[config.mk]
export PLATFORM = sky130hd
export DESIGN_NAME = drop_random
export DESIGN_NICKNAME = d
export VERILOG_FILES = /design/src/rtl/drop_random_pkg.sv /design/src/rtl/drop_random_lfsr_5bit.sv /design/src/rtl/drop_random.sv
export SDC_FILE = /design/constraint.sdc
export NUM_CORES = 1
export LEC_CHECK = 0
export CAP_MARGIN = 20
export CORE_AREA = 2 2 39 41
export CTS_BUF_LIST = sky130_fd_sc_hd__clkbuf_16
export DETAILED_ROUTE_END_ITERATION = 8
export DIE_AREA = 0 0 41 43
export SYNTH_ARGS = -nofsm -noshare
export SYNTH_HDL_FRONTEND = slang
export SYNTH_HIERARCHICAL = 1
export SYNTH_SLANG_ARGS = --single-unit
[constraint.sdc]
create_clock -name clk -period 1.5 [get_ports clk]
set_clock_uncertainty 0.05 [all_clocks]
set_input_delay 0.45 -clock clk [delete_from_list [all_inputs] [get_ports clk]]
set_output_delay 0.45 -clock clk [all_outputs]
set_load 0.005 [all_outputs]
[src/rtl/drop_random_pkg.sv]
// Shared constants and types for the falling-knife random source.
// Holds LFSR geometry, default seeds and default drop thresholds.
package drop_random_pkg;

  localparam int LFSR_W = 5;
  localparam int TAP_HI = 4;
  localparam int TAP_LO = 2;

  localparam logic [LFSR_W-1:0] LFSR_ZERO = '0;
  localparam logic [LFSR_W-1:0] SEED_ONE  = 5'h01;

  localparam logic [LFSR_W-1:0] SEED_PRN_DEF  = 5'h01;
  localparam logic [LFSR_W-1:0] SEED_DROP_DEF = 5'h15;

  localparam int EASY_TH_DEF    = 4;
  localparam int NORMAL_TH_DEF  = 10;
  localparam int EXTREME_TH_DEF = 20;

  typedef struct packed {
    logic easy;
    logic normal;
    logic extreme;
  } drop_flags_t;

  // An all-zero seed would lock the LFSR, so fall back to 1.
  function automatic logic [LFSR_W-1:0] seed_fix(
    input logic [LFSR_W-1:0] s
  );
    return (s == LFSR_ZERO) ? SEED_ONE : s;
  endfunction

endpackage

[src/rtl/drop_random_lfsr_5bit.sv]
// Free-running 5-bit Fibonacci LFSR, polynomial x^5+x^3+1.
// A zero state reloads the seed on the next edge.
module lfsr_5bit
  import drop_random_pkg::*;
#(
  parameter logic [LFSR_W-1:0] SEED = SEED_PRN_DEF
) (
  input  logic              clk,
  input  logic              rst,
  output logic [LFSR_W-1:0] q
);

  localparam logic [LFSR_W-1:0] L_SEED = seed_fix(SEED);

  logic [LFSR_W-1:0] r_q;
  logic              w_fb;

  assign w_fb = r_q[TAP_HI] ^ r_q[TAP_LO];
  assign q    = r_q;

  always_ff @(posedge clk or posedge rst) begin
    if (rst) begin
      r_q <= L_SEED;
    end else if (r_q == LFSR_ZERO) begin
      r_q <= L_SEED;
    end else begin
      r_q <= {r_q[LFSR_W-2:0], w_fb};
    end
  end

endmodule

[src/rtl/drop_random.sv]
// Column position source plus three nested, registered drop flags
// derived from an independent drop LFSR.
module drop_random
  import drop_random_pkg::*;
#(
  parameter logic [LFSR_W-1:0] SEED_PRN   = SEED_PRN_DEF,
  parameter logic [LFSR_W-1:0] SEED_DROP  = SEED_DROP_DEF,
  parameter int                EASY_TH    = EASY_TH_DEF,
  parameter int                NORMAL_TH  = NORMAL_TH_DEF,
  parameter int                EXTREME_TH = EXTREME_TH_DEF
) (
  input  logic              clk,
  input  logic              rst,
  output logic [LFSR_W-1:0] prn,
  output logic              easy_t,
  output logic              normal_t,
  output logic              extreme_t
);

  localparam logic [LFSR_W-1:0] L_EASY    = EASY_TH[LFSR_W-1:0];
  localparam logic [LFSR_W-1:0] L_NORMAL  = NORMAL_TH[LFSR_W-1:0];
  localparam logic [LFSR_W-1:0] L_EXTREME = EXTREME_TH[LFSR_W-1:0];

  logic [LFSR_W-1:0] w_drop;
  drop_flags_t       w_flags;
  drop_flags_t       r_flags;

  lfsr_5bit #(.SEED(SEED_PRN)) u_col (
    .clk (clk),
    .rst (rst),
    .q   (prn)
  );

  lfsr_5bit #(.SEED(SEED_DROP)) u_drop (
    .clk (clk),
    .rst (rst),
    .q   (w_drop)
  );

  always_comb begin
    w_flags         = '0;
    w_flags.easy    = (w_drop < L_EASY);
    w_flags.normal  = (w_drop < L_NORMAL);
    w_flags.extreme = (w_drop < L_EXTREME);
  end

  // Flags register on the same edge that advances the drop LFSR.
  always_ff @(posedge clk or posedge rst) begin
    if (rst) begin
      r_flags <= '0;
    end else begin
      r_flags <= w_flags;
    end
  end

  assign easy_t    = r_flags.easy;
  assign normal_t  = r_flags.normal;
  assign extreme_t = r_flags.extreme;

endmodule

* After elaboration in Yosys (flattened, before gate mapping)
Index checks and enable logic that the tools add are counted.
** Word-level totals
- Bits in registers :: 13
- Bits of input ports :: 2
- Output and inout port bits :: 8
- Word-level logic and storage cells :: 14
** Operators by class
- Magnitude comparators :: 3
- Muxes and demuxes :: 2
- Bitwise gates (word level) :: 2
- Reduce and logical (&&, ||, !) cells :: 2
** Operators with widths (number)
- 5-bit logical NOT :: 2
- 5-bit 2-to-1 mux :: 2
- 5-bit by 3-bit < comparator with 1-bit output (second input constant) :: 1
- 5-bit by 4-bit < comparator with 1-bit output (second input constant) :: 1
- 5-bit < comparator (second input constant) :: 1
- 1-bit XOR :: 2

* Depth between registers and ports, before layout
Gate-level depths: netlist of run 1.
- Depth in word-level cells :: 2
- Gate-level depth with buffers :: 2
- Gate-level depth less buffers :: 2

* By module
Netlist of run 1, hierarchy kept.
** Modules (own cells, without submodules)
- lfsr_5bit at u_drop :: instances 1, cells an instance 14, area an instance 182.7 sq um
- lfsr_5bit at u_col :: instances 1, cells an instance 12, area an instance 170.2 sq um
- drop_random :: instances 1, cells an instance 8, area an instance 100.1 sq um

* Worst setup path before layout of run 1
Ideal clock, no wire load.
- Path kind :: flip-flop to output port
- Start point :: register u_col.r_q[0], in the netlist u_col/q[0]
- End point :: output port prn[0]
- Arrival time :: 0.526 ns
- Data required time :: 1.000 ns
- Path slack :: 0.474 ns
- Stages on the path, launching flop included :: 1
- Path buffers :: 0
- Cell sequence :: dfstp_2
** RTL lines
- from (decl) :: line drop_random_lfsr_5bit.sv:15 : logic [LFSR_W-1:0] r_q;
- from (signal assigned) :: line drop_random_lfsr_5bit.sv:27 : r_q <= {r_q[LFSR_W-2:0], w_fb};
- to (decl) :: line drop_random.sv:14 : output logic [LFSR_W-1:0] prn,
No word-level cell between the ends.

* Worst setup path after layout of run 1
- Start point :: register u_col.r_q[0], in the netlist u_col/q[0]
- End point :: output port prn[0]
No word-level cell between the ends.

==> impl_metrics.env, run 1 <==
export IMPL_hp_start="u_drop/q[0]"
export IMPL_drt_first_pass_iters=2
export IMPL_drv_slew=0
export IMPL_yosysTopAreaCell="dfrtp_1"
export IMPL_cp_start_kind="flip-flop"
export IMPL_synth_ff_type="dfrtp_1"
export IMPL_design_core_area_um2=1380
export IMPL_dpl_cell_area_um2=548
export IMPL_fillers=125
export IMPL_die_width_um=41
export IMPL_max_cap_viol_count=0
export IMPL_layout_area_seq_um2=330
export IMPL_synthCells=34
export IMPL_setup_viol=0
export IMPL_antenna_found_initial=0
export IMPL_multi_input_area_um2=81.3
export IMPL_dpl_hpwl_um=523
export IMPL_yosys_area_share_simple=0.0193
export IMPL_finalSetupTns_ps=0
export IMPL_synthAdderAreaFrac=0
export IMPL_ant_nets=0
export IMPL_fin_nets=49
export IMPL_grt_pass1_vias=293
export IMPL_clkLatencyLatePin_ps=230
export IMPL_syn_area_per_cell_um2=13.3
export IMPL_synth_top_family_by_area="compound AO/OA/AOI/OAI gates"
export IMPL_path_clk_slew_ps=40
export IMPL_r2r_end="u_col/q[0]"
export IMPL_min_period_ps=1450
export IMPL_worstPathArrival_ps=950
export IMPL_yosys_warnings=6
export IMPL_slowest_delay_ps=520
export IMPL_syn_area_um2=453
export IMPL_synth_mux_area_fraction=0
export IMPL_p_per_area_nw_per_um2=1300
export IMPL_drtIter0Drc=4
export IMPL_tightest_slew_ps=347
export IMPL_synth_nets=36
export IMPL_htree_levels=1
export IMPL_grt_max_degree=8
export IMPL_io_pins=10
export IMPL_netlist_area_leader_share=0.497
export IMPL_setup_ws_ps=46.7
export IMPL_wl_per_cell_um=11.7
export IMPL_initial_core_util=0.327
export IMPL_slew_headroom=0.765
export IMPL_fin_crit_sh=0.969
export IMPL_synth_area_leaders="dfrtp_1 (50%), dfstp_2 (23%), o41ai_1 (5.8%), clkbuf_1 (5.0%), inv_1 (4.1%)"
export IMPL_peakVddDrop_mv=0.555
export IMPL_slowest_stage="dfstp_2"
export IMPL_synth_xor_area_frac=0.0387
export IMPL_chipHeight_um=43
export IMPL_fin_area_um2=648
export IMPL_r2r_cells=2
export IMPL_required_ps=1000
export IMPL_cts_root_buffer="clkbuf_16"
export IMPL_holdPathStages=0
export IMPL_drc=0
export IMPL_grt_pass1_wl_mm=1.25
export IMPL_numCtsBuffers=3
export IMPL_synth_compound_area_share=0.122
export IMPL_fin_cells=62
export IMPL_n_antenna_cell=0
export IMPL_fmaxAchievable_ghz=0.688
export IMPL_ys_seq_area_frac=0.729
export IMPL_track_usage=0.105
export IMPL_via_per_inst=4.53
export IMPL_vias=281
export IMPL_critPathMaxFanout=2
export IMPL_hold_path_end="u_drop/q[1]"
export IMPL_clock_sinks=13
export IMPL_ys_ff_latch=13
export IMPL_dp_cells=54
export IMPL_holdBufCountCts=0
export IMPL_async_reset_ff_frac=1.00
export IMPL_critPathKind="flip-flop to primary output"
export IMPL_rrSetupSlack_ps=500
export IMPL_drive_gt1_frac=0.283
export IMPL_final_util=0.468
export IMPL_gp_congestion=0.731
export IMPL_cts_tree="yes"
export IMPL_hold_path_class="flip-flop to flip-flop"
export IMPL_rsz0062_at_grt="false"
export IMPL_fin_total_pwr_mw=0.842
export IMPL_status="complete, no violations"
export IMPL_place_ws_ps=-3.08
export IMPL_area_growth_pct=43.1
export IMPL_io_buffers=9
export IMPL_synth_most_common_cell="dfrtp_1"
export IMPL_synth_common_cells="dfrtp_1 (9), clkbuf_1 (6), inv_1 (5)"
export IMPL_crit_chain="clkdlybuf4s15_1"
export IMPL_end_kind="primary output"
export IMPL_grt_remaining_overflow=0
export IMPL_power_leakage_nw=0.308
export IMPL_critPathTopFamily="flip-flops"
export IMPL_die_area_um2=1760
export IMPL_whs_ps=372
export IMPL_synth_distinct_cells=11
export IMPL_critical_path_buf_inv_count=1
export IMPL_clk_path_buf_depth=2
export IMPL_synth_edf_count=0
export IMPL_drt_wl_total_um=727
export IMPL_hold_viol=0
export IMPL_r2r_start="u_col/q[0]"
export IMPL_rows=14
## where the power goes
group | leakage [nW] | internal [mW] | switching (mW) | total [mW]
combinational | 0.122 | 0.00287 | 0.00713 | 0.0100
clock | 0.0423 | 0.350 | 0.130 | 0.480
sequential | 0.144 | 0.352 | 0 | 0.352
total | 0.308 | 0.705 | 0.137 | 0.842
## layout make-up
| type | instances | share of cell area |
|---|---|---|
| inverter | 5 | 0.0290 |
| multi-input combinational | 10 | 0.125 |
| timing repair buffer | 14 | 0.183 |
| sequential | 13 | 0.510 |
| tap | 16 | 0.0309 |
| clock buffer | 3 | 0.116 |
| clock inverter | 1 | 0.00579 |
## sequential cells by signal, summed over array words and instances, names as in the netlist
name,flops
extreme_t,1
u_drop/q,5
u_col/q,5
easy_t,1
normal_t,1
## timing repair
item,CTS,global route
endpoints found under the setup margin,8,1
resized for setup,8,1
setup buffers,4,0
## routing by layer
layer  vias to the layer above  global-route usage  share of wire
li1                        131                   -              -
met1                       140               0.121           0.42
met2                        10               0.172           0.52
met3                         0              0.0314          0.065
met4                         0              0.0400              0
met5                         -                   0              0
## worst max-delay path by stage
stage,startpoint,endpoint,depth (start not counted)
after global routing,u_col/q[0],prn[0],1
final,u_col/q[0],prn[0],1
after detailed placement,u_col/q[0],prn[0],1
after floorplan,u_col/q[0],prn[0],0
after CTS,u_col/q[0],prn[0],1
after global placement,u_col/q[0],prn[0],1
## cell families (layout without fill, tap and decap cells)
group                  Yosys count  count (layout)
AND/OR/NAND/NOR                  2               2
XOR/XNOR                         2               2
buffers and inverters           11              23
AO/OA/AOI/OAI                    6               6
flip-flops                      13              13
## cells in the final DEF (no fill, tap or decap)
cell,synthesis,final
buf_4,0,5
clkbuf_16,0,3
clkdlybuf4s15_1,0,1
clkdlybuf4s50_1,0,1
dfrtp_1,9,9
dfstp_2,4,4
dlygate4sd2_1,0,7
inv_1,5,6
nor2_1,1,1
nor3_1,1,1
o21a_1,1,1
o21ai_0,1,1
o41ai_1,3,3
o41ai_2,1,1
xnor2_1,2,2
Power figures use the tool's default switching activity.
==> run 2, diff against run 1 <==
TNS_END_PERCENT = 50   (was not set)
==> run 2 against run 1 <==
Compared with the run above:
- first-iteration DRC count stayed put
- power hardly changed
- hold slack hardly changed
- largest cell class unchanged
- flip-flop and latch count stayed put
- clock-buffer cell count stayed put
- register-to-register slack hardly changed
- fmax hardly changed
==> impl_metrics.env, run 2 (synthesis results as in run 1) <==
export IMPL_min_period_ps=1450
export IMPL_hold_path_class="flip-flop to flip-flop"
export IMPL_critPathTopFamily="flip-flops"
export IMPL_initial_core_util=0.327
export IMPL_grt_pass1_vias=291
export IMPL_clock_sinks=13
export IMPL_required_ps=1000
export IMPL_final_util=0.463
export IMPL_htree_levels=1
export IMPL_met2_length_um=373
export IMPL_die_width_um=41
export IMPL_via_per_inst=4.57
export IMPL_hold_viol=0
export IMPL_dpl_hpwl_um=523
export IMPL_fillers=125
export IMPL_drt_first_pass_iters=2
export IMPL_critPathKind="flip-flop to primary output"
export IMPL_drv_slew=0
export IMPL_wl_per_cell_um=11.9
export IMPL_multi_input_area_um2=81.3
export IMPL_layout_area_seq_um2=330
export IMPL_tightest_slew_ps=347
export IMPL_design_core_area_um2=1380
export IMPL_numCtsBuffers=3
export IMPL_drive_gt1_frac=0.267
export IMPL_n_antenna_cell=0
export IMPL_final_cell_mix="dfrtp_1 (9), dlygate4sd2_1 (7), inv_1 (6)"
export IMPL_antenna_found_initial=0
export IMPL_clk_path_buf_depth=2
export IMPL_fin_nets=48
export IMPL_vias=279
export IMPL_worstPathArrival_ps=950
export IMPL_wl_met3_um=47
export IMPL_setup_viol=0
export IMPL_critical_path_buf_inv_count=1
export IMPL_chipHeight_um=43
export IMPL_cts_tree="yes"
export IMPL_ant_nets=0
export IMPL_grt_remaining_overflow=0
export IMPL_grt_max_degree=8
export IMPL_path_clk_slew_ps=40
export IMPL_max_cap_viol_count=0
export IMPL_fin_crit_sh=0.969
export IMPL_status="complete, no violations"
export IMPL_dpl_cell_area_um2=548
export IMPL_grt_pass1_wl_mm=1.25
export IMPL_end_kind="primary output"
export IMPL_met1Wirelength_um=302
export IMPL_drc=0
export IMPL_cts_root_buffer="clkbuf_16"
export IMPL_rows=14
export IMPL_critPathMaxFanout=2
export IMPL_final_common_cell="dfrtp_1"
export IMPL_maxUsedRoutingLayer="met3"
export IMPL_fmaxAchievable_ghz=0.688
export IMPL_cp_start_kind="flip-flop"
export IMPL_io_buffers=9
export IMPL_fin_area_um2=641
export IMPL_drt_wl_total_um=723
export IMPL_slowest_stage="dfstp_2"
export IMPL_p_per_area_nw_per_um2=1320
export IMPL_clkLatencyLatePin_ps=230
export IMPL_track_usage=0.105
export IMPL_peakVddDrop_mv=0.555
export IMPL_die_area_um2=1760
export IMPL_slew_headroom=0.765
export IMPL_crit_chain="clkdlybuf4s15_1"
export IMPL_io_pins=10
export IMPL_drtIter0Drc=4
export IMPL_slowest_delay_ps=530
export IMPL_rsz0062_at_grt="false"
export IMPL_area_growth_pct=41.4
export IMPL_gp_congestion=0.731
export IMPL_power_leakage_nw=0.303
-- run 2: changes by cell type in the layout (fill, tap and decap cells not counted) --
cell	delta
buf_4	-1
-- run 2: timing repair --
item / in CTS / in global routing
setup endpoints to repair: 8 / 1
hold buffers: 0 / 0
gates resized for setup: 8 / 1
pin swaps: 0 / 0
buffers inserted: 3 / 0
-- run 2: routing by layer --
layer	vias up	GRT usage
met5	-	0
met4	0	0.0400
met3	0	0.0314
met2	10	0.172
met1	140	0.121
li1	129	-
-- run 2: metrics by stage --
step | power (mW) | setup slack (ps) | setup TNS [ps] | hold slack [ps] | std cells
after floorplan | 0.363 | 474 | 0 | 154 | 34
after global placement | 0.367 | 6.49 | 0 | 353 | 54
after detailed placement | 0.368 | -3.08 | -3.08 | 370 | 54
after CTS | 0.852 | 6.52 | 0 | 372 | 61
after global routing | 0.874 | 10.1 | 0 | 380 | 61
final | 0.843 | 46.3 | 0 | 372 | 61
-- run 2: worst paths after layout --
check	cells after the start	to	start	slack [ps]
worst max-delay path	1	prn[0]	u_col/q[0]	50
worst min-delay path	0	u_drop/q[1]	u_drop/q[0]	370
worst max register to register	1	u_drop/q[4]	u_drop/q[1]	510
worst min register to register	0	u_drop/q[1]	u_drop/q[0]	370
max in group asynchronous	2	u_drop/q[4]	rst	730
min in group asynchronous	2	normal_t	rst	400
-- run 2: area by class of cell --
type | count | share of cell area
multi-input cells | 10 | 0.127
flip-flops and latches | 13 | 0.516
inverters | 5 | 0.0293
well taps | 16 | 0.0313
clock buffers | 3 | 0.117
repair buffers | 13 | 0.174
clock inverters | 1 | 0.00586
-- run 2: power by group --
group	internal (mW)	switching (mW)	leakage (nW)
Clock	0.350	0.130	0.0423
Combinational	0.00287	0.00713	0.117
Sequential	0.352	0	0.144
